**src/rtl/kbd_inject_if.sv**
```systemverilog
// Key-code offer channel into the injection queue: the producer offers a code
// with in_valid, and the arbiter accepts it in any cycle where in_ready is high.
interface kbd_inject_if;
  logic [15:0] in_code;
  logic        in_valid;
  logic        in_ready;

  modport master (output in_code, output in_valid, input in_ready);
  modport slave  (input in_code, input in_valid, output in_ready);
endinterface

```
**src/rtl/kbd_inject_arbiter.sv**
```systemverilog
// Keyboard injection arbiter. Queued key codes are "pressed" onto the ULA
// keyboard matrix one at a time. Each key is held for PRESS_TICKS cycles and
// is followed by a RELEASE_TICKS all-released gap. A key starts only after
// the live keyboard has been idle for HOLDOFF_TICKS consecutive cycles. The
// injected keys are merged (ANDed) with the live matrix, so a key that is
// held on the real keyboard still reaches the ULA during an injection.
module kbd_inject_arbiter #(
  parameter int PRESS_TICKS   = 2700000,
  parameter int RELEASE_TICKS = 2700000,
  parameter int HOLDOFF_TICKS = 270000,
  parameter int FIFO_DEPTH    = 8
) (
  input  logic                          clk,
  input  logic                          reset,
  kbd_inject_if.slave                   bus,
  input  logic                          abort,
  input  logic [39:0]                   live_matrix,
  input  logic [7:0]                    ula_addr_hi,
  output logic [4:0]                    ula_kbd,
  output logic                          busy,
  output logic [$clog2(FIFO_DEPTH):0]   fifo_count
);

  localparam int PTR_W    = $clog2(FIFO_DEPTH);
  localparam int CNT_W    = PTR_W + 1;
  localparam int TICK_MAX = (PRESS_TICKS > RELEASE_TICKS) ? PRESS_TICKS : RELEASE_TICKS;
  localparam int TIMER_W  = (TICK_MAX > 1) ? $clog2(TICK_MAX + 1) : 1;
  localparam int QUIET_W  = (HOLDOFF_TICKS > 1) ? $clog2(HOLDOFF_TICKS + 1) : 1;

  localparam logic [CNT_W-1:0]   DEPTH_CNT    = CNT_W'(FIFO_DEPTH);
  localparam logic [TIMER_W-1:0] PRESS_LAST   = TIMER_W'(PRESS_TICKS - 1);
  localparam logic [TIMER_W-1:0] RELEASE_LAST = TIMER_W'(RELEASE_TICKS - 1);
  localparam logic [QUIET_W-1:0] HOLDOFF_Q    = QUIET_W'(HOLDOFF_TICKS);

  typedef enum logic [1:0] {
    S_IDLE,
    S_PRESS,
    S_RELEASE
  } state_t;

  state_t             state;
  logic [TIMER_W-1:0] timer;
  logic [QUIET_W-1:0] quiet;
  logic [39:0]        inject;
  logic [39:0]        merged;

  logic [15:0]        mem [FIFO_DEPTH];
  logic [PTR_W-1:0]   wr_ptr;
  logic [PTR_W-1:0]   rd_ptr;

  logic full;
  logic empty;
  logic push;
  logic pop;

  // Turn a key code into a full 8x5 active-low matrix. The shift keys live at
  // fixed positions: CAPS SHIFT is row 0 column 0, SYMBOL SHIFT is row 7
  // column 1. A row number above 7 matches no row, so only the shifts apply.
  function automatic logic [39:0] decode_key(input logic [15:0] code);
    logic [39:0] m;
    m = '1;
    for (int r = 0; r < 8; r++) begin
      if (code[15:8] == 8'(r)) m[5*r +: 5] = code[4:0];
    end
    if (code[6]) m[0]  = 1'b0;
    if (code[5]) m[36] = 1'b0;
    return m;
  endfunction

  assign full         = (fifo_count == DEPTH_CNT);
  assign empty        = (fifo_count == '0);
  assign bus.in_ready = !full && !abort && !reset;
  assign push         = bus.in_valid && bus.in_ready;
  assign pop          = (state == S_IDLE) && !empty && (quiet == HOLDOFF_Q) && !abort;
  assign busy         = !reset && ((state != S_IDLE) || !empty);
  assign merged       = live_matrix & inject;

  // Queue storage: written on an accepted push.
  // NOTE: the storage array has no reset; pointers and fifo_count alone decide
  // which entries are valid, so clearing the data would only cost logic.
  always_ff @(posedge clk) begin
    if (push) mem[wr_ptr] <= bus.in_code;
  end

  // Queue pointers and occupancy; abort and reset both empty the queue.
  // NOTE: sequential state uses non-blocking assignments so every register
  // samples the pre-edge values, independent of statement order.
  always_ff @(posedge clk) begin
    if (reset || abort) begin
      wr_ptr     <= '0;
      rd_ptr     <= '0;
      fifo_count <= '0;
    end else begin
      if (push) wr_ptr <= wr_ptr + PTR_W'(1);
      if (pop)  rd_ptr <= rd_ptr + PTR_W'(1);
      case ({push, pop})
        2'b10:   fifo_count <= fifo_count + CNT_W'(1);
        2'b01:   fifo_count <= fifo_count - CNT_W'(1);
        default: fifo_count <= fifo_count;
      endcase
    end
  end

  // Count consecutive cycles with no live key down, saturating at the holdoff.
  always_ff @(posedge clk) begin
    if (reset) begin
      quiet <= '0;
    end else if (&live_matrix) begin
      if (quiet != HOLDOFF_Q) quiet <= quiet + QUIET_W'(1);
    end else begin
      quiet <= '0;
    end
  end

  // Press/release sequencer; owns the registered inject matrix.
  always_ff @(posedge clk) begin
    if (reset || abort) begin
      state  <= S_IDLE;
      inject <= '1;
      timer  <= '0;
    end else begin
      case (state)
        S_IDLE: begin
          if (pop) begin
            state  <= S_PRESS;
            inject <= decode_key(mem[rd_ptr]);
            timer  <= '0;
          end
        end
        S_PRESS: begin
          if (timer == PRESS_LAST) begin
            state  <= S_RELEASE;
            inject <= '1;
            timer  <= '0;
          end else begin
            timer <= timer + TIMER_W'(1);
          end
        end
        S_RELEASE: begin
          if (timer == RELEASE_LAST) begin
            state <= S_IDLE;
            timer <= '0;
          end else begin
            timer <= timer + TIMER_W'(1);
          end
        end
        default: begin
          state  <= S_IDLE;
          inject <= '1;
          timer  <= '0;
        end
      endcase
    end
  end

  // ULA column read: AND together every merged row whose address line is low.
  // NOTE: ula_kbd is given its value before the loop so no path leaves it
  // unassigned, which would otherwise infer a latch.
  always_comb begin
    ula_kbd = '1;
    for (int r = 0; r < 8; r++) begin
      if (!ula_addr_hi[r]) ula_kbd = ula_kbd & merged[5*r +: 5];
    end
  end

endmodule

```
**src/flat_wrapper.sv**
```systemverilog
// flat-port wrapper written by rule: the top's interface ports become plain ports
module kbd_inject_arbiter_flat 
#(
  parameter int PRESS_TICKS   = 2700000,
  parameter int RELEASE_TICKS = 2700000,
  parameter int HOLDOFF_TICKS = 270000,
  parameter int FIFO_DEPTH    = 8
)
  (clk, reset, abort, live_matrix, ula_addr_hi, ula_kbd, busy, fifo_count, bus_in_code, bus_in_valid, bus_in_ready);
  kbd_inject_if bus_i ();
  input  logic clk;
  input  logic reset;
  input  logic abort;
  input  logic [39:0] live_matrix;
  input  logic [7:0] ula_addr_hi;
  output logic [4:0] ula_kbd;
  output logic busy;
  output logic [$clog2(FIFO_DEPTH):0] fifo_count;
  input wire logic [$bits(bus_i.in_code)-1:0] bus_in_code;
  input wire logic [$bits(bus_i.in_valid)-1:0] bus_in_valid;
  output wire logic [$bits(bus_i.in_ready)-1:0] bus_in_ready;
  assign bus_i.in_code = bus_in_code;
  assign bus_i.in_valid = bus_in_valid;
  assign bus_in_ready = bus_i.in_ready;
  kbd_inject_arbiter #(.PRESS_TICKS(PRESS_TICKS), .RELEASE_TICKS(RELEASE_TICKS), .HOLDOFF_TICKS(HOLDOFF_TICKS), .FIFO_DEPTH(FIFO_DEPTH)) u_core (.clk(clk), .reset(reset), .bus(bus_i), .abort(abort), .live_matrix(live_matrix), .ula_addr_hi(ula_addr_hi), .ula_kbd(ula_kbd), .busy(busy), .fifo_count(fifo_count));
endmodule
```
**config.mk**
```make
export PLATFORM = sky130hd
export DESIGN_NAME = kbd_inject_arbiter_flat
export DESIGN_NICKNAME = d
export VERILOG_FILES = /design/src/rtl/kbd_inject_if.sv /design/src/rtl/kbd_inject_arbiter.sv /design/src/flat_wrapper.sv
export SDC_FILE = /design/constraint.sdc
export NUM_CORES = 1
export LEC_CHECK = 0
export CAP_MARGIN = 15
export CORE_MARGIN = 5
export CORE_UTILIZATION = 58
export CTS_CLUSTER_DIAMETER = 200
export DETAILED_ROUTE_END_ITERATION = 7
export PLACE_DENSITY = 0.83
export SYNTH_ARGS = -nofsm -noshare
export SYNTH_HDL_FRONTEND = slang
export SYNTH_SLANG_ARGS = --single-unit
```
**constraint.sdc**
```tcl
create_clock -name clk -period 5.8 [get_ports clk]
set_clock_uncertainty 0.15 [all_clocks]
set_input_delay 1.16 -clock clk [delete_from_list [all_inputs] [get_ports clk]]
set_output_delay 1.16 -clock clk [all_outputs]
set_load 0.01 [all_outputs]
```
# Word-level counts from Yosys, hierarchy flattened
# Memories as Yosys holds them, arrays and structs flattened. A register that Yosys moved wholly into a read port is not among the register bits.
# Cells that the tools add are included.
[word_totals] ff_bits=93 latchBits=0 ram_bits=128 mem_bits_ro=0 input_bits=68 out_inout_bits=11 word_cells=98 n_memories=1
[mem_list] memory="u_core.mem" words=8 width=16 read_ports=1 rd_clocked_by_memory_dff=1 wr=1 line="kbd_inject_arbiter.sv:47" source="logic [15:0] mem [FIFO_DEPTH];"
[op_classes] addsub=6 multipliers=0 div=0 magnitude_cmp=0 n_eq_ne=18 shift=0 n_mux=33 n_bitwise=10 n_reduce_logical=23
[ops] operator="$pmux 40 s3" count=1
[ops] operator="$mux 40" count=2
[ops] operator="$mux 5" count=16
[ops] operator="$mux 22" count=2
[ops] operator="$pmux 22 s2" count=1
[ops] operator="$and 40x40->40" count=1
[ops] operator="$reduce_and 40->1" count=1
[ops] operator="$and 5x5->5" count=7
[ops] operator="$eq 8x3->1 const B" count=4
[ops] operator="$add 22x1->22 const B" count=1
[ops] operator="$eq 22x22->1 const B" count=1
[ops] operator="$add 19x1->19 const B" count=1
[ops] operator="$eq 19x19->1 const B" count=1
[ops] operator="$ne 19x19->1 const B" count=1
[ops] operator="$eq 8x2->1 const B" count=2
[ops] operator="$eq 8x1->1 const B" count=1
[ops] operator="$logic_not 8->1" count=1
[ops] operator="$pmux 4 s2" count=1
[ops] operator="$logic_and 1x1->1" count=7
[ops] operator="$add 3x1->3 const B" count=2
[ops] operator="$mux 2" count=3
[ops] operator="$mux 3" count=2
[ops] operator="$ne 2x1->1 const B" count=3
[ops] operator="$pmux 2 s3" count=1
[ops] operator="other kinds (14)" count=27

# Depth between registers and ports, before layout
# Gate-level depths: netlist of the first run.
[logic_depth] word_depth=16 depth_mapped=13 depth_no_buf=13

# Least setup slack after synthesis of the first run
# OpenSTA, ideal clock, no wires.
[synth_timing] path_type="in2reg" startpoint="in abort" endpoint="mem u_core.mem[4][0], enable pin" setup_time_ns=0.431 arrival_ns=4.018 required_time_ns=5.219 path_slack_ns=1.201 path_stages=7 n_path_buf=2 cell_sequence="or2_2 clkbuf_1 a21oi_1 and2_1 clkbuf_1 inv_1 nor4b_1"
[synth_via] elab_chain_len=6
[synth_lines] item="start: declaration" line="flat_wrapper.sv:13" source="input logic abort;"
[synth_lines] item="$logic_not 1->1" line="kbd_inject_arbiter.sv:72" source="assign bus.in_ready = !full && !abort && !reset;"
[synth_lines] item="$logic_and 1x1->1 (2 in a row)" line="kbd_inject_arbiter.sv:72"
[synth_lines] item="net bus_in_ready" line="flat_wrapper.sv:21" source="output wire logic [$bits(bus_i.in_ready)-1:0] bus_in_ready;"
[synth_lines] item="$logic_and 1x1->1" line="kbd_inject_arbiter.sv:73" source="assign push = bus.in_valid && bus.in_ready;"
[synth_lines] item="$mux 1" line="kbd_inject_arbiter.sv:82" source="if (push) mem[wr_ptr] <= bus.in_code;"
[synth_lines] item="$mux 1 (implied by the code)" line="kbd_inject_arbiter.sv:82"
[synth_lines] item="end: declaration" line="kbd_inject_arbiter.sv:47"
# The timed path passes the listed nets, and every way through them passes these cells.

# Worst setup path after layout of the first run
[layout_timing] startpoint="in ula_addr_hi[2]" endpoint="out ula_kbd[4]"
[layout_via] elab_chain_len=11
[layout_lines] item="start: declaration" line="flat_wrapper.sv:15" source="input logic [7:0] ula_addr_hi;"
[layout_lines] item="$mux 5 (*)" line="kbd_inject_arbiter.sv:162" source="if (!ula_addr_hi[r]) ula_kbd = ula_kbd & merged[5*r +: 5];"
[layout_lines] item="$and 5x5->5" line="kbd_inject_arbiter.sv:162"
[layout_lines] item="$mux 5 (*)" line="kbd_inject_arbiter.sv:162"
[layout_lines] item="$and 5x5->5" line="kbd_inject_arbiter.sv:162"
[layout_lines] item="$mux 5 (*)" line="kbd_inject_arbiter.sv:162"
[layout_lines] item="$and 5x5->5" line="kbd_inject_arbiter.sv:162"
[layout_lines] item="$mux 5 (*)" line="kbd_inject_arbiter.sv:162"
[layout_lines] item="$and 5x5->5" line="kbd_inject_arbiter.sv:162"
[layout_lines] item="$mux 5 (*)" line="kbd_inject_arbiter.sv:162"
[layout_lines] item="$and 5x5->5" line="kbd_inject_arbiter.sv:162"
[layout_lines] item="$mux 5 (*)" line="kbd_inject_arbiter.sv:162"
[layout_lines] item="end: declaration" line="flat_wrapper.sv:16" source="output logic [4:0] ula_kbd;"
# Mark *: on every way between the ends. The rest lies on a longest branch, timed or not.

==> report_table.html, run 1 <==
<table>
<tr><th>Metric</th><th>Value</th></tr>
<tr><th colspan="2">Clock network</th></tr>
<tr><td>Post-CTS Hold Fix Bufs</td><td>0</td></tr>
<tr><td>H-tree depth</td><td>1</td></tr>
<tr><td>Clock insertion delay at the later pin of the skew report</td><td>approximately 0.52 ns</td></tr>
<tr><td># Post-CTS Setup Buffers</td><td>0</td></tr>
<tr><td>Buffer cell driving the clock tree root</td><td>clkbuf_16</td></tr>
<tr><td>Number of clock sinks</td><td>216</td></tr>
<tr><td>Quantity of gates resized following cts</td><td>0</td></tr>
<tr><td>Num CTS Buffers</td><td>23</td></tr>
<tr><td>TritonCTS clock tree</td><td>done</td></tr>
<tr><td>Clk pin slew, worst setup/hold paths</td><td>0.06 ns</td></tr>
<tr><td>Maximum buffer depth of the clock tree</td><td>3</td></tr>
<tr><th colspan="2">Min path</th></tr>
<tr><td>Worst min path class</td><td>flip-flop to flip-flop</td></tr>
<tr><th colspan="2">Final layout</th></tr>
<tr><td>Antenna Cells</td><td>0</td></tr>
<tr><td>Most common library cell in the layout ignoring fill and taps</td><td>edfxtp_1</td></tr>
<tr><td>Layout-stage area growth over the synthesis result</td><td>18.4%</td></tr>
<tr><td>Post-route core utilization</td><td>0.698</td></tr>
<tr><td>Share of layout cells above drive strength 1</td><td>0.115</td></tr>
<tr><td>Number of nets in the layout</td><td>slightly above 900</td></tr>
<tr><td>Leading cell types in the layout, fill and taps excluded</td><td>edfxtp_1, dfxtp_1, nor2_1, clkdlybuf4s50_1, a21oi_1</td></tr>
<tr><td>Post-route cell area</td><td>11000 um2</td></tr>
<tr><th colspan="2">Route</th></tr>
<tr><td>Sum of routed wire length over all layers</td><td>around 21 mm</td></tr>
<tr><td>Number of design rule violations left after detail routing</td><td>0</td></tr>
<tr><td>Drt via density</td><td>~6</td></tr>
<tr><td>Total number of vias</td><td>between 6000 and 7000</td></tr>
<tr><td>Initial drt markers</td><td>roughly 560</td></tr>
<tr><td>Routed wire length per instance</td><td>between 15 and 20 um</td></tr>
<tr><td>Count of antenna-violating nets left after detailed routing</td><td>0</td></tr>
<tr><td>First-pass iteration count of the detailed router</td><td>8</td></tr>
<tr><th colspan="2">STA</th></tr>
<tr><td>Setup repair after global routing missed its margin</td><td>no</td></tr>
<tr><td>Final hold violation count</td><td>0</td></tr>
<tr><td>Peak clock frequency supported by timing</td><td>roughly 230 MHz</td></tr>
<tr><td>Slew margin rel.</td><td>0.315</td></tr>
<tr><td>Total negative setup slack</td><td>0 ns</td></tr>
<tr><td>Tcrit/Tclk final</td><td>0.763</td></tr>
<tr><td>Slew @ Worst Pin</td><td>between 1 and 1.5 ns</td></tr>
<tr><td>Setup-violating endpoint count in the final report</td><td>0</td></tr>
<tr><td>Max Slew Vio Count</td><td>0</td></tr>
<tr><td>Min Tclk post-route</td><td>roughly 4.4 ns</td></tr>
<tr><th colspan="2">Floorplanning</th></tr>
<tr><td>Standard-cell row count</td><td>46</td></tr>
<tr><td>Initial Util</td><td>0.589</td></tr>
<tr><td>Y dimension of the die</td><td>between 100 and 150 um</td></tr>
<tr><td>Number of placed I/O pins</td><td>between 70 and 80</td></tr>
<tr><td>Die Outline Area</td><td>approximately 19000 um2</td></tr>
<tr><td>Placeable core region</td><td>between 15000 and 20000 um2</td></tr>
<tr><td>Die boundary width</td><td>roughly 140 um</td></tr>
<tr><th colspan="2">Logic synthesis</th></tr>
<tr><td>Yosys top cell area share</td><td>0.386</td></tr>
<tr><td>Mapped Cells</td><td>about 750</td></tr>
<tr><td>EDFF count, synth</td><td>120</td></tr>
<tr><td>Sequential-to-total area share from yosys stat</td><td>0.592</td></tr>
<tr><td>Avg Inst Size Synth</td><td>12.5 um2</td></tr>
<tr><td>Share of synthesized flip-flops with an asynchronous set or reset</td><td>0</td></tr>
<tr><td>Syn Std Cell Area</td><td>~9300 um2</td></tr>
<tr><td>Cell taking the most area after synthesis</td><td>edfxtp_1</td></tr>
<tr><td>Dominant synthesized flop cell</td><td>edfxtp_1</td></tr>
<tr><td>Register bit total from synthesis</td><td>approximately 220</td></tr>
<tr><td>Post-synthesis cell type count</td><td>73</td></tr>
<tr><td>Ys Warns</td><td>0</td></tr>
<tr><td>Largest cells by area after synthesis</td><td>edfxtp_1, dfxtp_1, a2bb2oi_1, a21oi_1, nor2_1</td></tr>
<tr><td>Synthesized netlist net count</td><td>828</td></tr>
<tr><th colspan="2">GRT</th></tr>
<tr><td>Total track usage</td><td>0.229</td></tr>
<tr><td>Antenna violations before repair</td><td>0</td></tr>
<tr><td>Global-route wire length before repair</td><td>33.9 mm</td></tr>
<tr><td>Maximum number of pins on one net before global-route repair</td><td>54</td></tr>
<tr><td>Via count of the first global-routing pass</td><td>roughly 6700</td></tr>
<tr><td>GR Overflow Total</td><td>0</td></tr>
<tr><th colspan="2">Placement</th></tr>
<tr><td>Post-DP Area</td><td>10300 um2</td></tr>
<tr><td>GPL Wtd Cong</td><td>around 0.93</td></tr>
<tr><td>HPWL after detailed placement</td><td>14.5 mm</td></tr>
<tr><td>Buffers on Ports</td><td>between 70 and 80</td></tr>
<tr><th colspan="2">Setup path</th></tr>
<tr><td>Data required time of the critical path</td><td>~4.5 ns</td></tr>
<tr><td>Crit end category</td><td>output pin</td></tr>
<tr><td>Worst setup path category</td><td>input pin to output pin</td></tr>
<tr><td>Critical Path Source Type</td><td>input pin</td></tr>
<tr><td>Crit Path Max Fanout</td><td>5</td></tr>
<tr><td>Critical path data arrival time</td><td>around 3.1 ns</td></tr>
<tr><th colspan="2">Power</th></tr>
<tr><td>Worst voltage drop across the vdd grid</td><td>0.000357 V</td></tr>
<tr><td>Total power density per cell area</td><td>~280 nW/um2</td></tr>
<tr><td>Static Leak</td><td>3.53 nW</td></tr>
<tr><th colspan="2">Run</th></tr>
<tr><td>Reported max-cap violation count</td><td>0</td></tr>
<tr><th colspan="2">Status</th></tr>
<tr><td>Outcome</td><td>completed</td></tr>
</table>
[registers in the layout (all words and copies together), names as in the netlist, named ones only]
register and flops:
u_core.fifo_count 4, u_core.inject 40, u_core.mem 120, u_core.quiet 19
u_core.rd_ptr 3, u_core.state 2, u_core.timer 22, u_core.wr_ptr 3
[area by class of cell]
cell class,instances,area [um2]
inverter,17,63.8
multi-input combinational,490,3590
timing repair buffer,89,868
fill,1046,4790
sequential,216,5530
clock inverter,12,116
clock buffer,30,602
tap,216,270
[logic make-up (layout without fill, tap and decap cells)]
logic type | after synthesis | count (layout) | share of synthesized area
XOR/XNOR | 36 | 36 | 0.0338
AO/OA/AOI/OAI | 138 | 138 | 0.108
flip-flops | 216 | 216 | 0.592
buffers and inverters | 42 | 148 | 0.0267
AND/OR/NAND/NOR | 272 | 272 | 0.164
adder cells (fa/ha/maj) | 12 | 12 | 0.0169
multiplexers | 32 | 32 | 0.0582
[path summary, 6_finish.rpt]
kind / startpoint / endpoint / slack [ns] / cells after the start
worst max-delay path: ula_addr_hi[2] / ula_kbd[4] / 1.37 / 5
worst min-delay path: u_core.inject[23] / u_core.inject[23] / 0.34 / 1
worst max register to register: flip-flop / u_core.inject[18] / 2.72 / 5
worst min register to register: u_core.inject[23] / u_core.inject[23] / 0.34 / 1
[synthesized netlist by cell type, types with 7 or more instances]
cell / number
nand3_1: 27
nor4b_1: 7
clkbuf_1: 9
nand4_1: 17
o21ai_0: 7
nor4_1: 13
nor3_1: 15
nor2b_1: 7
nor2_1: 77
xor2_1: 14
dfxtp_1: 96
mux2i_1: 10
inv_1: 17
mux4_2: 12
a2bb2oi_1: 38
xnor2_1: 22
a21oi_1: 61
or4_1: 10
edfxtp_1: 120
nor3b_1: 10
ha_1: 11
nand2_1: 38
[power by group]
part           leakage, nW  internal [mW]  switching, mW
Combinational         1.33         0.0648         0.0577
Sequential            1.86           1.62        0.00220
Clock                0.345          0.822          0.559
[worst max-delay path, cell delays in order]
cell	delay (ns)
clkdlybuf4s50_1	0.58
a21oi_1	0.06
or4_1	0.56
nor2_1	0.19
clkdlybuf4s50_1	0.56
[layer usage]
| metal | up-vias | global-route usage | part of all wire |
|---|---|---|---|
| met4 | 0 | 0.0704 | 0.027 |
| met2 | 296 | 0.405 | 0.50 |
| li1 | 3032 | - | - |
| met3 | 49 | 0.0375 | 0.072 |
| met1 | 3222 | 0.291 | 0.40 |
| met5 | - | 0 | 0 |
[per-stage QoR]
step / total power, mW / worst slack, ns / std cells / hold WS [ns]
floorplan: 1.69 / 1.20 / 748 / 0.300
global placement: 1.77 / 1.32 / 1027 / 0.314
detailed placement: 1.77 / 1.25 / 1027 / 0.331
CTS: 3.15 / 1.42 / 1069 / 0.343
global route: 3.22 / 1.32 / 1070 / 0.346
finish: 3.12 / 1.37 / 1070 / 0.343
Note: power is estimated with default switching activity, not from simulation.
==> run 2, diff against run 1 <==
- CORE_UTILIZATION: 58 -> 52
- PLACE_DENSITY: 0.83 -> 0.79
- clock period: 5.8 -> 3.9 ns (I/O delays scaled with it)
==> report_table.html, run 2 (same netlist as run 1, synthesis figures left out) <==
<table>
<tr><th>Metric</th><th>Value</th></tr>
<tr><th colspan="2">Floorplanning</th></tr>
<tr><td>Standard-cell row count</td><td>49</td></tr>
<tr><td>Initial Util</td><td>0.523</td></tr>
<tr><td>Y dimension of the die</td><td>between 100 and 150 um</td></tr>
<tr><td>Die boundary width</td><td>approximately 140 um</td></tr>
<tr><td>Number of placed I/O pins</td><td>79</td></tr>
<tr><td>Die Outline Area</td><td>about 21000 um2</td></tr>
<tr><td>Placeable core region</td><td>roughly 18000 um2</td></tr>
<tr><th colspan="2">Setup path</th></tr>
<tr><td>Critical Path Source Type</td><td>input pin</td></tr>
<tr><td>Crit Path Max Fanout</td><td>5</td></tr>
<tr><td>Cell seen most often among critical-path stages</td><td>clkdlybuf4s50_1</td></tr>
<tr><td>FF-to-FF Start</td><td>u_core.quiet[0]</td></tr>
<tr><td>Critical path data arrival time</td><td>between 2 and 3 ns</td></tr>
<tr><td>Buffers &amp; Inverters on Critical Path</td><td>2</td></tr>
<tr><td>Category of cells accounting for the largest share of critical-path delay</td><td>buffers and inverters</td></tr>
<tr><td>Max stage delay on crit path</td><td>around 0.61 ns</td></tr>
<tr><td>Worst setup path category</td><td>input pin to output pin</td></tr>
<tr><td>Worst Reg-to-Reg Cells</td><td>13</td></tr>
<tr><td>Library cell contributing the largest single delay on the critical path</td><td>clkdlybuf4s50_1</td></tr>
<tr><td>Crit end category</td><td>output pin</td></tr>
<tr><td>Reg2reg setup slack</td><td>0.97 ns</td></tr>
<tr><td>Data required time of the critical path</td><td>approximately 3.0 ns</td></tr>
<tr><td>Critical path, cell by cell</td><td>clkdlybuf4s50_1 &gt; a21oi_1 &gt; or4_1 &gt; nor2_1 &gt; clkdlybuf4s50_1</td></tr>
<tr><td>R2R Path End</td><td>u_core.fifo_count[3]</td></tr>
<tr><th colspan="2">STA</th></tr>
<tr><td>Total negative setup slack</td><td>0 ns</td></tr>
<tr><td>Final setup margin</td><td>0.271 ns</td></tr>
<tr><td>Slew @ Worst Pin</td><td>between 0.7 and 0.8 ns</td></tr>
<tr><td>Peak clock frequency supported by timing</td><td>276 MHz</td></tr>
<tr><td>Max Slew Vio Count</td><td>0</td></tr>
<tr><td>Slew margin rel.</td><td>0.497</td></tr>
<tr><td>Min Tclk post-route</td><td>3.63 ns</td></tr>
<tr><td>Final hold violation count</td><td>0</td></tr>
<tr><td>Setup-violating endpoint count in the final report</td><td>0</td></tr>
<tr><td>Setup repair after global routing missed its margin</td><td>no</td></tr>
<tr><td>Tcrit/Tclk final</td><td>0.930</td></tr>
<tr><th colspan="2">Placement</th></tr>
<tr><td>GPL Wtd Cong</td><td>a little over 0.9</td></tr>
<tr><td>Post-DP Area</td><td>approximately 10000 um2</td></tr>
<tr><td>Buffers on Ports</td><td>77</td></tr>
<tr><td>Number of cells after detailed placement</td><td>between 1000 and 1500</td></tr>
<tr><td>HPWL after detailed placement</td><td>between 10 and 15 mm</td></tr>
<tr><td>Place WS</td><td>about 0.28 ns</td></tr>
<tr><th colspan="2">Clock network</th></tr>
<tr><td>Num CTS Buffers</td><td>22</td></tr>
<tr><td>Quantity of gates resized following cts</td><td>0</td></tr>
<tr><td>Post-CTS Hold Fix Bufs</td><td>0</td></tr>
<tr><td>TritonCTS clock tree</td><td>done</td></tr>
<tr><td>Clock insertion delay at the later pin of the skew report</td><td>roughly 0.50 ns</td></tr>
<tr><td>Maximum buffer depth of the clock tree</td><td>3</td></tr>
<tr><td>Buffer cell driving the clock tree root</td><td>clkbuf_16</td></tr>
<tr><td>H-tree depth</td><td>1</td></tr>
<tr><td># Post-CTS Setup Buffers</td><td>0</td></tr>
<tr><td>Clk pin slew, worst setup/hold paths</td><td>roughly 0.06 ns</td></tr>
<tr><td>Number of clock sinks</td><td>roughly 220</td></tr>
<tr><th colspan="2">Power</th></tr>
<tr><td>Worst voltage drop across the vdd grid</td><td>approximately 0.00039 V</td></tr>
<tr><td>Pwr Total</td><td>about 4.7 mW</td></tr>
<tr><td>Total power density per cell area</td><td>422 nW/um2</td></tr>
<tr><td>Static Leak</td><td>3.60 nW</td></tr>
<tr><th colspan="2">Route</th></tr>
<tr><td>Number of design rule violations left after detail routing</td><td>0</td></tr>
<tr><td>First-pass iteration count of the detailed router</td><td>5</td></tr>
<tr><td>Routed wire length per instance</td><td>18.7 um</td></tr>
<tr><td>Total length of routed met2 wires</td><td>9.40 mm</td></tr>
<tr><td>Total number of vias</td><td>6429</td></tr>
<tr><td>Sum of routed wire length over all layers</td><td>roughly 20 mm</td></tr>
<tr><td>Count of antenna-violating nets left after detailed routing</td><td>0</td></tr>
<tr><td>WL met3</td><td>1.49 mm</td></tr>
<tr><td>Initial drt markers</td><td>a little under 500</td></tr>
<tr><td>Top layer used by detailed routing</td><td>met5</td></tr>
<tr><td>Drt via density</td><td>5.90</td></tr>
<tr><td>M1 WL</td><td>8.99 mm</td></tr>
<tr><th colspan="2">Final layout</th></tr>
<tr><td>Antenna Cells</td><td>0</td></tr>
<tr><td>Registers with the most flip-flops</td><td>u_core.mem (120), u_core.inject (40), u_core.timer (22)</td></tr>
<tr><td>Most common library cell in the layout ignoring fill and taps</td><td>edfxtp_1</td></tr>
<tr><td>Layout-stage area growth over the synthesis result</td><td>19.7%</td></tr>
<tr><td>Leading cell types in the layout, fill and taps excluded</td><td>edfxtp_1, dfxtp_1, nor2_1, clkdlybuf4s50_1, a21oi_1</td></tr>
<tr><td>Post-route cell area</td><td>roughly 11000 um2</td></tr>
<tr><td>Layout fillers</td><td>between 1000 and 1500</td></tr>
<tr><td>Share of layout cells above drive strength 1</td><td>0.131</td></tr>
<tr><td>Flip-flop count of the largest register after layout</td><td>120</td></tr>
<tr><td>Number of nets in the layout</td><td>924</td></tr>
<tr><td>Number of non-filler instances in the completed layout</td><td>between 1000 and 1500</td></tr>
<tr><td>Top register by number of flip-flops</td><td>u_core.mem</td></tr>
<tr><th colspan="2">GRT</th></tr>
<tr><td>Global-route wire length before repair</td><td>approximately 33 mm</td></tr>
<tr><td>Via count of the first global-routing pass</td><td>6332</td></tr>
<tr><td>Antenna violations before repair</td><td>1</td></tr>
<tr><td>GR Overflow Total</td><td>0</td></tr>
<tr><td>Total track usage</td><td>0.198</td></tr>
<tr><td>Maximum number of pins on one net before global-route repair</td><td>39</td></tr>
<tr><th colspan="2">Status</th></tr>
<tr><td>Outcome</td><td>completed</td></tr>
<tr><th colspan="2">Min path</th></tr>
<tr><td>End point of the most critical hold path</td><td>u_core.inject[31]</td></tr>
<tr><td>Cell count of the worst hold path</td><td>1</td></tr>
<tr><td>Worst Min Path Start</td><td>u_core.inject[31]</td></tr>
<tr><td>Worst min path class</td><td>flip-flop to flip-flop</td></tr>
<tr><th colspan="2">Run</th></tr>
<tr><td>Reported max-cap violation count</td><td>0</td></tr>
</table>
-- run 2: cell count changes in the layout (fill, tap and decap cells not counted), moves of 3 or more --
| cell | change |
|---|---|
| clkbuf_4 | +4 |
| clkinv_1 | -3 |
| clkbuf_1 | -6 |
| buf_4 | +9 |
| clkbuf_8 | +3 |
-- run 2: where the power goes --
part	switching, mW	internal [mW]	leakage (nW)
clock network	0.838	1.28	0.372
logic	0.0836	0.0994	1.37
registers	0.00339	2.41	1.86
total	0.925	3.78	3.60
-- run 2: worst max path at each step --
stage                        start                   end  slack [ns]  depth (start not counted)
floorplan                    abort      u_core.mem[3][0]        0.15                          7
global placement    ula_addr_hi[7]            ula_kbd[3]        0.27                          5
detailed placement           abort  u_core.fifo_count[3]        0.28                         12
CTS                 ula_addr_hi[0]            ula_kbd[4]        0.28                          5
global route        ula_addr_hi[7]            ula_kbd[3]        0.23                          5
finish              ula_addr_hi[0]            ula_kbd[4]        0.27                          5
-- run 2: layout make-up --
cell class              instances  area, um2  share of cell area
repair buffers                 97        921              0.0825
well taps                     229        287              0.0257
clock inverters                 8       75.1             0.00673
flip-flops and latches        216       5530               0.495
inverters                      17       63.8             0.00572
multi-input cells             490       3610               0.324
clock buffers                  32        676              0.0605
-- run 2: metrics by stage --
| stage | hold slack (ns) | utilization |
|---|---|---|
| finish | 0.343 | 0.626 |
| global route | 0.357 | 0.626 |
| CTS | 0.342 | 0.626 |
| detailed placement | 0.331 | 0.583 |
| global placement | 0.317 | 0.583 |
| floorplan | 0.300 | - |
-- run 2: routing by layer --
metal | vias up | GRT usage
met5 | - | 0
met4 | 2 | 0.0520
met3 | 41 | 0.0386
met2 | 202 | 0.320
met1 | 3144 | 0.277
li1 | 3040 | -
==> run 3, diff against run 2 <==
- CORE_MARGIN: 5 -> 4
==> report_table.html, run 3 (same netlist as run 1, synthesis figures left out) <==
<table>
<tr><th>Metric</th><th>Value</th></tr>
<tr><th colspan="2">Final layout</th></tr>
<tr><td>Antenna Cells</td><td>0</td></tr>
<tr><td>FF+latch area</td><td>around 5500 um2</td></tr>
<tr><td>Number of nets in the layout</td><td>between 900 and 1000</td></tr>
<tr><td>Footprint of the multi-input gates</td><td>3610 um2</td></tr>
<tr><td>Layout fillers</td><td>1268</td></tr>
<tr><td>Post-route core utilization</td><td>0.641</td></tr>
<tr><td>Registers with the most flip-flops</td><td>u_core.mem (120), u_core.inject (40), u_core.timer (22)</td></tr>
<tr><td>Top register by number of flip-flops</td><td>u_core.mem</td></tr>
<tr><td>Most common library cell in the layout ignoring fill and taps</td><td>edfxtp_1</td></tr>
<tr><td>Post-route cell area</td><td>roughly 11000 um2</td></tr>
<tr><td>Share of layout cells above drive strength 1</td><td>0.126</td></tr>
<tr><td>Leading cell types in the layout, fill and taps excluded</td><td>edfxtp_1, dfxtp_1, nor2_1, clkdlybuf4s50_1, a21oi_1</td></tr>
<tr><td>Layout-stage area growth over the synthesis result</td><td>19.7%</td></tr>
<tr><td>Number of non-filler instances in the completed layout</td><td>roughly 1100</td></tr>
<tr><td>Flip-flop count of the largest register after layout</td><td>120</td></tr>
<tr><th colspan="2">Setup path</th></tr>
<tr><td>Crit Path Max Fanout</td><td>5</td></tr>
<tr><td>Worst setup path category</td><td>input pin to output pin</td></tr>
<tr><td>FF-to-FF Start</td><td>u_core.quiet[0]</td></tr>
<tr><td>Critical Path Source Type</td><td>input pin</td></tr>
<tr><td>Crit end category</td><td>output pin</td></tr>
<tr><td>Data required time of the critical path</td><td>slightly below 3 ns</td></tr>
<tr><td>Launch point of the worst path</td><td>ula_addr_hi[5]</td></tr>
<tr><td>Critical path data arrival time</td><td>about 2.7 ns</td></tr>
<tr><th colspan="2">Clock network</th></tr>
<tr><td># Post-CTS Setup Buffers</td><td>0</td></tr>
<tr><td>Clock insertion delay at the later pin of the skew report</td><td>about 0.51 ns</td></tr>
<tr><td>Buffer cell driving the clock tree root</td><td>clkbuf_16</td></tr>
<tr><td>Post-CTS Hold Fix Bufs</td><td>0</td></tr>
<tr><td>Num CTS Buffers</td><td>24</td></tr>
<tr><td>Number of clock sinks</td><td>216</td></tr>
<tr><td>H-tree depth</td><td>1</td></tr>
<tr><td>Maximum buffer depth of the clock tree</td><td>3</td></tr>
<tr><td>Clk pin slew, worst setup/hold paths</td><td>0.06 ns</td></tr>
<tr><td>TritonCTS clock tree</td><td>done</td></tr>
<tr><td>Quantity of gates resized following cts</td><td>0</td></tr>
<tr><th colspan="2">Min path</th></tr>
<tr><td>Worst Min Path Start</td><td>u_core.timer[8]</td></tr>
<tr><td>Worst min path class</td><td>flip-flop to flip-flop</td></tr>
<tr><th colspan="2">STA</th></tr>
<tr><td>Max Slew Vio Count</td><td>0</td></tr>
<tr><td>Setup repair after global routing missed its margin</td><td>no</td></tr>
<tr><td>Min Tclk post-route</td><td>3.62 ns</td></tr>
<tr><td>Peak clock frequency supported by timing</td><td>~280 MHz</td></tr>
<tr><td>Tcrit/Tclk final</td><td>0.929</td></tr>
<tr><td>Total negative setup slack</td><td>0 ns</td></tr>
<tr><td>Final hold violation count</td><td>0</td></tr>
<tr><td>Slew margin rel.</td><td>0.545</td></tr>
<tr><td>Slew @ Worst Pin</td><td>roughly 0.67 ns</td></tr>
<tr><td>Setup-violating endpoint count in the final report</td><td>0</td></tr>
<tr><th colspan="2">Placement</th></tr>
<tr><td>Buffers on Ports</td><td>77</td></tr>
<tr><td>GPL Wtd Cong</td><td>around 0.93</td></tr>
<tr><td>Number of cells after detailed placement</td><td>around 1000</td></tr>
<tr><td>HPWL after detailed placement</td><td>roughly 14 mm</td></tr>
<tr><td>Post-DP Area</td><td>10400 um2</td></tr>
<tr><th colspan="2">Floorplanning</th></tr>
<tr><td>Initial Util</td><td>0.535</td></tr>
<tr><td>Y dimension of the die</td><td>roughly 140 um</td></tr>
<tr><td>Number of placed I/O pins</td><td>a little under 80</td></tr>
<tr><td>Standard-cell row count</td><td>between 40 and 50</td></tr>
<tr><td>Placeable core region</td><td>between 15000 and 20000 um2</td></tr>
<tr><td>Die boundary width</td><td>142 um</td></tr>
<tr><td>Die Outline Area</td><td>about 20000 um2</td></tr>
<tr><th colspan="2">GRT</th></tr>
<tr><td>GR Overflow Total</td><td>0</td></tr>
<tr><td>Maximum number of pins on one net before global-route repair</td><td>44</td></tr>
<tr><td>Total track usage</td><td>0.201</td></tr>
<tr><td>Antenna violations before repair</td><td>1</td></tr>
<tr><td>Global-route wire length before repair</td><td>32.5 mm</td></tr>
<tr><td>Via count of the first global-routing pass</td><td>6222</td></tr>
<tr><th colspan="2">Power</th></tr>
<tr><td>Static Leak</td><td>~3.6 nW</td></tr>
<tr><td>Total power density per cell area</td><td>between 400 and 500 nW/um2</td></tr>
<tr><td>Worst voltage drop across the vdd grid</td><td>0.000334 V</td></tr>
<tr><th colspan="2">Status</th></tr>
<tr><td>Outcome</td><td>completed</td></tr>
<tr><th colspan="2">Route</th></tr>
<tr><td>Total number of vias</td><td>around 6400</td></tr>
<tr><td>Routed wire length per instance</td><td>~19 um</td></tr>
<tr><td>Sum of routed wire length over all layers</td><td>between 20 and 25 mm</td></tr>
<tr><td>First-pass iteration count of the detailed router</td><td>4</td></tr>
<tr><td>Initial drt markers</td><td>slightly above 400</td></tr>
<tr><td>Count of antenna-violating nets left after detailed routing</td><td>0</td></tr>
<tr><td>Drt via density</td><td>approximately 6</td></tr>
<tr><td>Number of design rule violations left after detail routing</td><td>0</td></tr>
<tr><th colspan="2">Run</th></tr>
<tr><td>Reported max-cap violation count</td><td>0</td></tr>
</table>
==> run 3: cell count changes in the layout (fill, tap and decap cells not counted), sizes merged <==
cell,change
buf,+2
inv,-1
clkinv,+5
clkinvlp,-2
==> run 3: critical path, cell delays in order <==
cell and delay, ns:
clkdlybuf4s50_1 0.58, a21oi_1 0.05, or4_1 0.52, nor2_1 0.19, clkdlybuf4s50_1 0.57
==> run 3: report_power, final <==
group | switching, mW | leakage (nW) | internal [mW]
combinational | 0.0842 | 1.38 | 0.0994
sequential | 0.00340 | 1.86 | 2.41
clock | 0.829 | 0.365 | 1.25
==> run 3: path summary, 6_finish.rpt <==
path                               end  depth (start not counted)  slack, ns
hold reg to reg        u_core.timer[8]                          2       0.34
setup reg to reg  u_core.fifo_count[3]                         13       0.99
hold / removal         u_core.timer[8]                          2       0.34
setup / recovery            ula_kbd[3]                          5       0.28
==> run 3: layout make-up <==
| cell class | count | share of cell area |
|---|---|---|
| flip-flops and latches | 216 | 0.495 |
| multi-input cells | 490 | 0.323 |
| repair buffers | 99 | 0.0849 |
| clock buffers | 32 | 0.0593 |
| well taps | 225 | 0.0252 |
| clock inverters | 10 | 0.00639 |
| inverters | 17 | 0.00572 |
==> run 3: stage by stage <==
stage / total power, mW / hold slack, ns / setup WS (ns)
2_1_floorplan: 2.52 / 0.300 / 0.150
3_3_place_gp: 2.64 / 0.322 / 0.274
3_5_place_dp: 2.64 / 0.332 / 0.205
4_1_cts: 4.71 / 0.340 / 0.283
5_1_grt: 4.83 / 0.352 / 0.136
6_report: 4.67 / 0.337 / 0.279
==> run 3: layer usage <==
layer  up-vias  global-route usage  routed length, um
li1       3048                   -                  -
met4         2              0.0793                774
met1      3090               0.266               8810
met2       193               0.329               9580
met5         -                   0                  8
met3        54              0.0404               1390
